`config.mk`:
```
export PLATFORM = sky130hd
export DESIGN_NAME = counter_burst_arbiter
export DESIGN_NICKNAME = d
export VERILOG_FILES = /design/src/rtl/counter_burst_arbiter.sv
export SDC_FILE = /design/constraint.sdc
export NUM_CORES = 1
export LEC_CHECK = 0
export ABC_AREA = 1
export BUFFER_PORTS_ARGS = -buffer_cell sky130_fd_sc_hd__buf_4
export CAP_MARGIN = 20
export CORE_MARGIN = 10
export CORE_UTILIZATION = 45
export CTS_CLUSTER_DIAMETER = 30
export CTS_CLUSTER_SIZE = 16
export DETAILED_ROUTE_END_ITERATION = 16
export PLACE_DENSITY = 0.66
export SETUP_SLACK_MARGIN = 0.3
export SYNTH_ARGS = -nofsm -noshare
export SYNTH_HDL_FRONTEND = slang
export SYNTH_SLANG_ARGS = --single-unit
```
`constraint.sdc`:
```
create_clock -name clk -period 1.89 [get_ports clk]
set_input_delay 0.0945 -clock clk [delete_from_list [all_inputs] [get_ports clk]]
set_output_delay 0.0945 -clock clk [all_outputs]
set_load 0.02 [all_outputs]
```
`src/rtl/counter_burst_arbiter.sv`:
```
// Round-robin arbiter sharing one up/down step counter between N_REQ requesters.
// The granted requester gets a 1..16 step burst, with wrap or saturate chosen per burst.
module counter_burst_arbiter #(
  parameter int WIDTH = 8,
  parameter int N_REQ = 2
) (
  input  logic                 clk,
  input  logic                 rst,
  input  logic [N_REQ-1:0]     req,
  input  logic [N_REQ-1:0]     req_dir,
  input  logic [4*N_REQ-1:0]   req_len,
  input  logic                 sat_en,
  output logic [N_REQ-1:0]     gnt,
  output logic [N_REQ-1:0]     done,
  output logic [WIDTH-1:0]     count,
  output logic                 busy,
  output logic                 clip
);
  localparam int IW = (N_REQ > 1) ? $clog2(N_REQ) : 1;

  typedef enum logic {S_IDLE = 1'b0, S_RUN = 1'b1} state_t;

  state_t           r_state, w_state_nxt;
  logic [IW-1:0]    r_ptr, w_sel, w_cand;
  logic             w_found;
  logic             r_dir, r_sat;
  logic [3:0]       r_rem, w_len;
  logic [WIDTH-1:0] r_count, w_count_nxt, w_step;
  logic [N_REQ-1:0] r_gnt, r_done, w_gnt_nxt, w_done_nxt;
  logic             r_busy, r_clip, w_busy_nxt, w_clip_nxt, w_at_bound, w_clip;

  assign gnt   = r_gnt;
  assign done  = r_done;
  assign count = r_count;
  assign busy  = r_busy;
  assign clip  = r_clip;

  // First asserted requester at or above the RR pointer, wrapping around.
  always_comb begin
    w_found = 1'b0;
    w_sel   = '0;
    w_cand  = '0;
    for (int k = 0; k < N_REQ; k++) begin
      w_cand = IW'((int'(r_ptr) + k) % N_REQ);
      if (!w_found && req[w_cand]) begin
        w_found = 1'b1;
        w_sel   = w_cand;
      end
    end
    w_len = req_len[{w_sel, 2'b00} +: 4];
  end

  always_comb begin
    w_at_bound = r_dir ? (r_count == {WIDTH{1'b1}}) : (r_count == {WIDTH{1'b0}});
    w_clip     = w_at_bound && r_sat;
    if (w_clip)
      w_step = r_count;
    else if (r_dir)
      w_step = r_count + WIDTH'(1);
    else
      w_step = r_count - WIDTH'(1);
  end

  always_ff @(posedge clk or posedge rst) begin
    if (rst) begin
      r_state <= S_IDLE;
      r_count <= '0;
      r_gnt   <= '0;
      r_done  <= '0;
      r_busy  <= 1'b0;
      r_clip  <= 1'b0;
    end else begin
      r_state <= w_state_nxt;
      r_count <= w_count_nxt;
      r_gnt   <= w_gnt_nxt;
      r_done  <= w_done_nxt;
      r_busy  <= w_busy_nxt;
      r_clip  <= w_clip_nxt;
    end
  end

  always_comb begin
    case (r_state)
      S_IDLE:  w_state_nxt = w_found ? S_RUN : S_IDLE;
      S_RUN:   w_state_nxt = (r_rem == 4'd0) ? S_IDLE : S_RUN;
      default: w_state_nxt = S_IDLE;
    endcase
  end

  // Next values of the registered outputs; done goes to whoever held the grant.
  always_comb begin
    w_count_nxt = r_count;
    w_gnt_nxt   = r_gnt;
    w_busy_nxt  = r_busy;
    w_done_nxt  = '0;
    w_clip_nxt  = 1'b0;
    case (r_state)
      S_IDLE: begin
        if (w_found) begin
          w_gnt_nxt  = N_REQ'(1) << w_sel;
          w_busy_nxt = 1'b1;
        end else begin
          w_gnt_nxt  = r_gnt;
        end
      end
      S_RUN: begin
        w_count_nxt = w_step;
        w_clip_nxt  = w_clip;
        if (r_rem == 4'd0) begin
          w_gnt_nxt  = '0;
          w_busy_nxt = 1'b0;
          w_done_nxt = r_gnt;
        end else begin
          w_done_nxt = '0;
        end
      end
      default: begin
        w_gnt_nxt  = '0;
        w_busy_nxt = 1'b0;
      end
    endcase
  end

  // Burst context is captured at grant so input changes mid-burst are ignored.
  always_ff @(posedge clk or posedge rst) begin
    if (rst) begin
      r_ptr <= '0;
      r_rem <= 4'd0;
      r_dir <= 1'b0;
      r_sat <= 1'b0;
    end else if (r_state == S_IDLE && w_found) begin
      r_ptr <= (w_sel == IW'(N_REQ - 1)) ? '0 : w_sel + IW'(1);
      r_rem <= w_len;
      r_dir <= req_dir[w_sel];
      r_sat <= sat_en;
    end else if (r_state == S_RUN && r_rem != 4'd0) begin
      r_rem <= r_rem - 4'd1;
    end
  end
endmodule

```
# ---- Word level (Yosys, flattened, before mapping)
# Index checks and enable logic that the tools add are counted.
dict set report classes {
  addsub 5
  mul 0
  div_mod_pow 0
  n_lt_le_gt_ge 3
  eq_ne 3
  shifts 2
  n_mux 27
  bitwise_logic 2
  n_reduce_logical 11
}
# cell n
set op_table {}
lappend op_table {{1-bit 2-to-1 mux} 17}
lappend op_table {{8-bit by 1-bit adder with 8-bit output, second input constant} 1}
lappend op_table {{8-bit equality test, second input constant} 1}
lappend op_table {{8-bit zero test} 1}
lappend op_table {{2-bit 2-to-1 mux} 4}
lappend op_table {{4-bit 2-to-1 mux} 2}
lappend op_table {{8-bit 2-to-1 mux} 1}
lappend op_table {{8-bit by 4-bit variable part select with 4-bit output} 1}
lappend op_table {{8-bit by 1-bit subtractor with 8-bit output, second input constant} 1}
lappend op_table {{1-bit by 2-bit less-than comparator with 1-bit output, second input constant} 3}
lappend op_table {{1-bit logical AND} 4}
lappend op_table {{4-bit zero test} 1}
lappend op_table {{1-bit one-hot mux with 2 select lines} 2}
lappend op_table {{2-bit one-hot mux with 2 select lines} 1}
lappend op_table {{2-bit AND reduction} 2}
lappend op_table {{4-bit nonzero test} 1}
lappend op_table {{4-bit by 1-bit subtractor with 4-bit output, second input constant} 1}
lappend op_table {{1-bit adder, second input constant} 2}
lappend op_table {{2-bit by 1-bit != test with 1-bit output, second input constant} 1}
lappend op_table {{2-bit != test, second input constant} 1}
lappend op_table {{1-bit inverter} 2}
lappend op_table {{2-bit nonzero test} 1}
lappend op_table {{1-bit by 1-bit << shifter with 2-bit output, first input constant} 1}
lappend op_table {{1-bit zero test} 1}
dict set report totals {
  register_bits 22
  latch_bits 0
  mem_bits_rw 0
  rom_bits 0
  input_bits 15
  word_cells 63
  mem_count 0
}

# ---- Depth between registers and ports, before layout
# Gate-level depths: netlist of run 1.
dict set report depth {
  ltp_word 9
  mapped_depth 10
  ltp_nobuf 10
}

# ---- Worst setup path before layout of run 1
# OpenSTA, ideal clock, no wires.
dict set report synth_timing {
  kind {register to register}
  startpoint {register r_dir}
  endpoint {register r_count[7] (netlist: count[7])}
  arrival_time_ps 1431
  path_slack_ps 341
  stages_incl_launch_ff 10
  n_path_buf 0
  period_less_slack_ps 1549
  cell_sequence {dfrtp_1 > inv_1 > ha_1 > or2_1 > nand3_1 > nand2_1 > nand2_1 > nand2_1 > nand3_1 > nand2_1}
}
dict set report synth_via {
  elab_chain_cells 4
  elab_cells_between_ends 5
  classes_between {mux: 2; bitwise: 1; reduce/logical: 2}
}
# item line_no
set synth_rtl {}
lappend synth_rtl {{from (decl)} 26} ;# logic r_dir, r_sat;
lappend synth_rtl {{from (signal assigned)} 134} ;# r_dir <= req_dir[w_sel];
lappend synth_rtl {{1-bit 2-to-1 mux} 54} ;# w_at_bound = r_dir ? (r_count == {WIDTH{1'b1}}) : (r_count == {WIDTH{1'b0}});
lappend synth_rtl {{1-bit logical AND} 55} ;# w_clip = w_at_bound && r_sat;
lappend synth_rtl {{1-bit inverter (no line)} -}
lappend synth_rtl {{2-bit AND reduction (no line)} -}
lappend synth_rtl {{to (signal assigned)} 74} ;# r_count <= w_count_nxt;
lappend synth_rtl {{to (decl)} 28} ;# logic [WIDTH-1:0] r_count, w_count_nxt, w_step;
# Several ways; a longest one is shown, not always the timed one.
# A chain may end at the register's enable or synchronous reset.

# ---- Final worst setup path of run 1
# Same ends and word-level chain as after synthesis.

==> results of run 1 <==
## registers in the layout, summed over array words and instances (netlist names)
| signal | flops |
|---|---|
| r_ptr | 1 |
| r_sat | 1 |
| clip | 1 |
| r_state | 1 |
| done | 2 |
| r_dir | 1 |
| r_rem | 4 |
| gnt | 2 |
| busy | 1 |
| count | 8 |
## metal layers
| metal | global-route usage, % | routed length [um] |
|---|---|---|
| met5 | 0 | 0 |
| met4 | 6.598 | 88 |
| met3 | 2.083 | 92 |
| met2 | 22.36 | 1702 |
| met1 | 12.32 | 1315 |
## cell usage in the layout (no fill, tap or decap)
cell / instances
ha_1: 7
clkbuf_8: 1
nor2_1: 14
xnor2_1: 2
clkbuf_4: 3
nand2_4: 2
o22ai_1: 2
dfrtp_2: 1
inv_2: 7
dlygate4sd3_1: 2
nor3_1: 2
nand2_1: 64
inv_1: 23
or2_1: 2
xor2_1: 2
buf_4: 33
nand3b_1: 2
nand3b_4: 1
fa_1: 1
a22oi_1: 1
dfrtp_1: 21
a21oi_2: 1
o211ai_1: 1
nand4_1: 2
nand2_2: 2
o21ai_0: 2
o21ai_1: 6
a21oi_1: 5
nand3_1: 18
## layout make-up
type	count	area share [%]
repair buffers	35	15.25
multi-input cells	139	41.70
clock buffers	4	2.067
well taps	44	3.136
flip-flops and latches	22	31.43
inverters	30	6.415
## power breakdown
group | total, mW | internal (mW) | switching (mW)
Clock | 0.253 | 0.117 | 0.136
Combinational | 2.25 | 0.962 | 1.29
Sequential | 0.932 | 0.707 | 0.225
Total | 3.44 | 1.79 | 1.65
## stage by stage
stage / std cells / setup slack (ns) / area (sq um)
6_report: 274 / 0.3620 / 1755
5_1_grt: 274 / 0.2256 / 1755
4_1_cts: 273 / 0.3070 / 1744
3_5_place_dp: 266 / 0.1985 / 1680
3_3_place_gp: 266 / 0.2104 / 1680
2_1_floorplan: 193 / 0.3410 / 1403
## tightest hold or removal path, stage by stage
cell and delay [ns]:
buf_4 0.08, nor2_1 0.04, o22ai_1 0.11
## logic make-up (layout without fill, tap and decap cells)
kind of cell    Yosys count  in the layout
buf+inv                  32             69
simple gates            109            109
xor+xnor                  4              4
compound gates           18             18
flops                    22             22
fa+ha+maj                 8              8
## worst paths after layout
check,startpoint,end,slack [ns],depth (start not counted)
worst max-delay path,r_dir,count[7],0.36,9
worst max register to register,r_dir,count[7],0.36,9
max in group asynchronous,rst,count[0],1.28,4
min in group asynchronous,rst,count[4],0.38,4
worst min register to register,busy,busy,0.49,2
worst min-delay path,req_dir[1],r_dir,0.06,3
## what timing repair did
| item | CTS | global route |
|---|---|---|
| setup buffers | 1 | 1 |
| hold buffers | 2 | 0 |
| gates resized for setup | 1 | 2 |
| endpoints found under the setup margin | 5 | 12 |
| cloned | 0 | 0 |
| hold endpoints to repair | 23 | 0 |
==> impl_results.md, run 1 <==
* Routed vias at 1297
* Worst-path clk slew at 0.12 ns
* Cell Pwr Density at roughly 2000 nW/um^2
* Clock Path Buffers at 2
* CP top delay family: simple AND/OR/NAND/NOR gates
* Fillers at 287
* Buf/Inv on CP at 1
* Clk sinks at 22
* Worst Hold Class: input port to flop
* Critical Path AT at 1.73 ns
* Most frequent cell after synthesis: nand2_1
* CP endpoint kind: flop
* Worst-Margin Slew at 0.4508 ns
* Most used cell, CP: nand2_1
* Post-DR wirelength/cell at 11.67 um
* Max Slew Vio Count at 0
* CTS root buffer: clkbuf_4
* TritonCTS clock tree: done
* Largest net degree at the start of global routing at 23
* Post-synthesis mux area share at 0%
* Core area at 3028 sq um
* Antenna viol nets, final at 0
* Grt ovf at 0
* Number of synthesized flops with an enable pin at 0
* Max-slew headroom at 69.95%
* Multi-input logic area at between 700 and 800 sq um
* Drt drc at 0
* FFs w/ async S/R, synth at 100.0%
* Cell Area, Synth at 1403 sq um
* Setup crit start kind: flop
* Synth top area share at about two fifths
* Post-synthesis compound-gate area fraction at around 7.2%
* DR iter-0 viols at 64
* # diodes at 0
* RSZ-0062 raised after global routing: true
* Die H at roughly 76 um
* Final total power at 3.437 mW
* Max stage delay on crit path at around 0.41 ns
* Largest cells by area after synthesis: dfrtp_1, nand2_1, nand3_1
* Endpoints failing setup at 0
* Status: completed
* Mapped Cells at roughly 190
* Req. time, crit path at 2.10 ns
* Maximum vdd drop at approximately 750 uV
* FF+latch area at between 500 and 600 sq um
* Post-layout min period at 1.528 ns
* WS Path Type: flop to flop
* Area leader, netlist: dfrtp_1
* FP Rows at 20
* Number of global-route vias before repair at 1300
* Drt total wl at 3198 um
* Warnings from Yosys at 0
* Number of synthesized register bits at 22
* Syn avg cell area at 7.267 sq um
* Synth Net Count at between 200 and 250
* Largest family of logic cells by synthesized area: simple AND/OR/NAND/NOR gates
* RD Place Congestion at 0.9507
* Post-synthesis cell type count at 25
* First-pass GRT wire length at between 5000 and 6000 um
* XOR/XNOR Fraction of Synth Area at 2.498%
* Fin nets at 254
* Synth Area in Adders at ~7.7%
* Leak at 1.009 nW
* Clk Latency, worst-skew pair at 0.30 ns
* Die ar. at 5750 sq um
* CTS H-tree lvls at 1
* Final core occ at 57.98%
* Main synth FF type: dfrtp_1
* Setup Skew at 0.001895 ns
* Synth cell count leaders: nand2_1, inv_1, dfrtp_1, nand3_1, nor2_1
* Starting density of the core at 46.32%
* Syn-to-layout area delta at 25.16%
* Setup TNS Final at 0 ns
* Fin crit share at about four fifths
* Crit Path Max Fanout at 7
* # IOs at 29
* Min Hold Slack at 0.06059 ns
* Crit-path cells: inv_2 > ha_1 > or2_1 > nand3_1 > nand2_1 > nand2_1 > nand2_1 > nand3_1 > nand2_1
* Slowest-stage cell, CP: dfrtp_1
* Seq/Total Area, Yosys at 39.25%
* Final hold vios at 0
* Die width at approximately 76 um
* CTS buffer count at 3
* Buffers added on ports at 28
* Fmax at between 0.6 and 0.7 GHz
* Max_cap viols at 0
* Total GRT Usage at around an eighth
* DP HPWL at 2534 um
* Pre-antenna DRT Iters at 4
* Vias per cell at 4.734
* Initial antenna violation count at 0
* Share of layout cells above drive strength 1 at 22.17%
* Simple-gate share of the synthesized area at 34.61%
No activity file was read; power rests on OpenSTA's default activity.
==> inputs of run 2 (changes only) <==
- PLACE_DENSITY: 0.66 -> 0.68
- clock period: 1.89 -> 1.3 ns (I/O delays scaled with it)
==> run 2 against run 1 <==
  * The run now ends with negative setup slack left
  * Clock power increased by 22%
  * Cell count increased by 12%
  * Hold slack got worse by 0.034 ns
  * Highest routed layer unchanged
  * Clock-buffer cell count decreased by 1
  * Power increased by 110%
  * Register-to-register slack got worse by 0.58 ns
  * Sequential share of layout area decreased by 7.3 points
  * Final area increased by 32%
  * Combinational power increased by 140%
  * Critical path depth unchanged
  * Wire length increased by 38%
  * Via count increased by 18%
  * Critical path type unchanged
==> impl_results.md, run 2 (same netlist as run 1, synthesis figures left out) <==
* Status: finished with violations
* Crit-path cells: clkinv_4 > ha_4 > or2_4 > nand3b_1 > nand2_1 > nand2_1 > nand2_1 > nand3_1 > nand2_1
* First-pass GRT wire length at 6527 um (+22%)
* Buffers added on ports at 28 (unchanged)
* Endpoints failing setup at 13 (+13)
* Met3 WL at 191 um (+110%)
* FF+latch area at 559.3 sq um (+1.4%)
* Maximum vdd drop at 1656 uV (+120%)
* Max_cap viols at 0 (unchanged)
* Max reg flops at 8 (unchanged)
* Uppermost layer routed: met4
* Met1 Routed Length at 1717 um (+31%)
* Fin crit share at 116.8% (+36 points)
* Max stage delay on crit path at 0.42 ns (about the same)
* Drt total wl at 4398 um (+38%)
* WS Path Type: flop to flop
* CTS root buffer: clkbuf_4
* DP HPWL at 2859 um (+13%)
* Fin nets at 288 (+13%)
* Total GRT Usage at 14.78% (+2.8 points)
* Die width at 75.83 um (unchanged)
* FP Rows at 20 (unchanged)
* Fmax at 0.6585 GHz (+0.63%)
* Max-slew headroom at 80.45% (+11 points)
* Number of global-route vias before repair at 1497 (+15%)
* Core area at 3028 sq um (unchanged)
* Violated checks: negative setup slack
* Post-DR wirelength/cell at 14.33 um (+23%)
* Die ar. at 5750 sq um (unchanged)
* Req. time, crit path at 1.50 ns (-0.60 ns)
* Clock Path Buffers at 2 (unchanged)
* Die H at 75.83 um (unchanged)
* Wire length on met2 at 2471 um (+45%)
* RD Place Congestion at 0.8386 (-12%)
* Critical Path AT at 1.72 ns (about the same)
* TritonCTS clock tree: done
* R2r setup slk at -0.22 ns (-0.58 ns)
* Initial antenna violation count at 0 (unchanged)
* Cell Pwr Density at 3036 nW/um^2 (+55%)
* Final total power at 7.049 mW (+110%)
* Share of layout cells above drive strength 1 at 50.57% (+28 points)
* CTS buffer count at 3 (unchanged)
* Starting density of the core at 46.32% (unchanged)
* Worst-Margin Slew at 0.2932 ns (-0.1576 ns)
* Buf/Inv on CP at 1 (unchanged)
* CP top delay family: simple AND/OR/NAND/NOR gates
* Setup TNS Final at -1.534 ns (-1.534 ns)
* Multi-input logic area at 967.2 sq um (+32%)
* Final hold vios at 0 (unchanged)
* Most frequent cells in the layout: nand2_1, buf_4, inv_1, buf_6
* Syn-to-layout area delta at 65.57%
* Drt drc at 0 (unchanged)
* Leak at 1.212 nW (+20%)
* RSZ-0062 raised after global routing: true
* Antenna viol nets, final at 0 (unchanged)
* # IOs at 29 (unchanged)
* Min Hold Slack at 0.02676 ns (-0.03383 ns)
* CTS H-tree lvls at 1 (unchanged)
* DR iter-0 viols at 91 (+42%)
* Grt ovf at 0 (unchanged)
* Worst-path clk slew at 0.12 ns (about the same)
* Max Slew Vio Count at 0 (unchanged)
* Pre-antenna DRT Iters at 4 (unchanged)
* Vias per cell at 5.000 (+5.6%)
* Clk Latency, worst-skew pair at 0.30 ns (about the same)
* CP endpoint kind: flop
* Largest net degree at the start of global routing at 23 (unchanged)
* Most common cell after layout, fill and taps aside: nand2_1
* Final core occ at 76.69% (+19 points)
* Final WS setup at -0.2185 ns (-0.5805 ns)
* Setup Skew at 0.004694 ns (+0.002799 ns)
* Setup crit start kind: flop
* Post-placement setup slack at -0.1937 ns (-0.3922 ns)
* Slowest-stage cell, CP: dfrtp_1
* Post-layout min period at 1.519 ns (-0.009521 ns)
* Fillers at 202 (-30%)
* Most used cell, CP: nand2_1
* Routed vias at 1535 (+18%)
* Worst Hold Class: input port to flop
* Clk sinks at 22 (unchanged)
* # diodes at 0 (unchanged)
* Crit Path Max Fanout at 8 (+1)
run 2: report_power, final:
part	switching (mW)	internal (mW)
clock network	0.201	0.108
logic	2.64	2.69
registers	0.370	1.05
total	3.21	3.84
run 2: final timing paths:
| check | startpoint | cells past startpoint | end |
|---|---|---|---|
| min reg2reg | busy | 2 | busy |
| max reg2reg | r_dir | 9 | count[5] |
| min in group asynchronous | rst | 4 | done[1] |
| max in group asynchronous | rst | 4 | count[6] |
| min | req_dir[1] | 3 | r_dir |
| max | r_dir | 9 | count[5] |
run 2: layout make-up:
type | instances | area share [%]
tap | 44 | 2.371
clock buffer | 3 | 0.9698
timing repair buffer | 68 | 25.43
inverter | 30 | 5.496
sequential | 22 | 24.08
multi-input combinational | 140 | 41.65
run 2: worst register-to-register path: stages (launching register included):
cell	delay (ns)
dfrtp_1	0.42
clkinv_4	0.15
ha_4	0.25
or2_4	0.24
nand3b_1	0.10
nand2_1	0.06
nand2_1	0.05
nand2_1	0.04
nand3_1	0.05
nand2_1	0.05
run 2: timing repair:
item                                   in CTS  in global routing
resized for setup                          36                 35
pin swaps                                   8                 18
setup endpoints to repair                  30                 30
setup buffers                               9                  5
hold buffers                                2                  0
endpoints found under the hold margin      23                  0
gates cloned                                2                  0
run 2: routing by layer:
layer | vias to the layer above | global-route usage (%)
li1 | 752 | -
met1 | 742 | 16.13
met2 | 39 | 27.92
met3 | 2 | 2.604
met4 | 0 | 4.742
met5 | - | 0
run 2: stage by stage:
stage	instance area, sq um	cells
global placement	1901	286
global route	2322	307
CTS	2153	302
detailed placement	1901	286
floorplan	1475	193
finish	2322	307
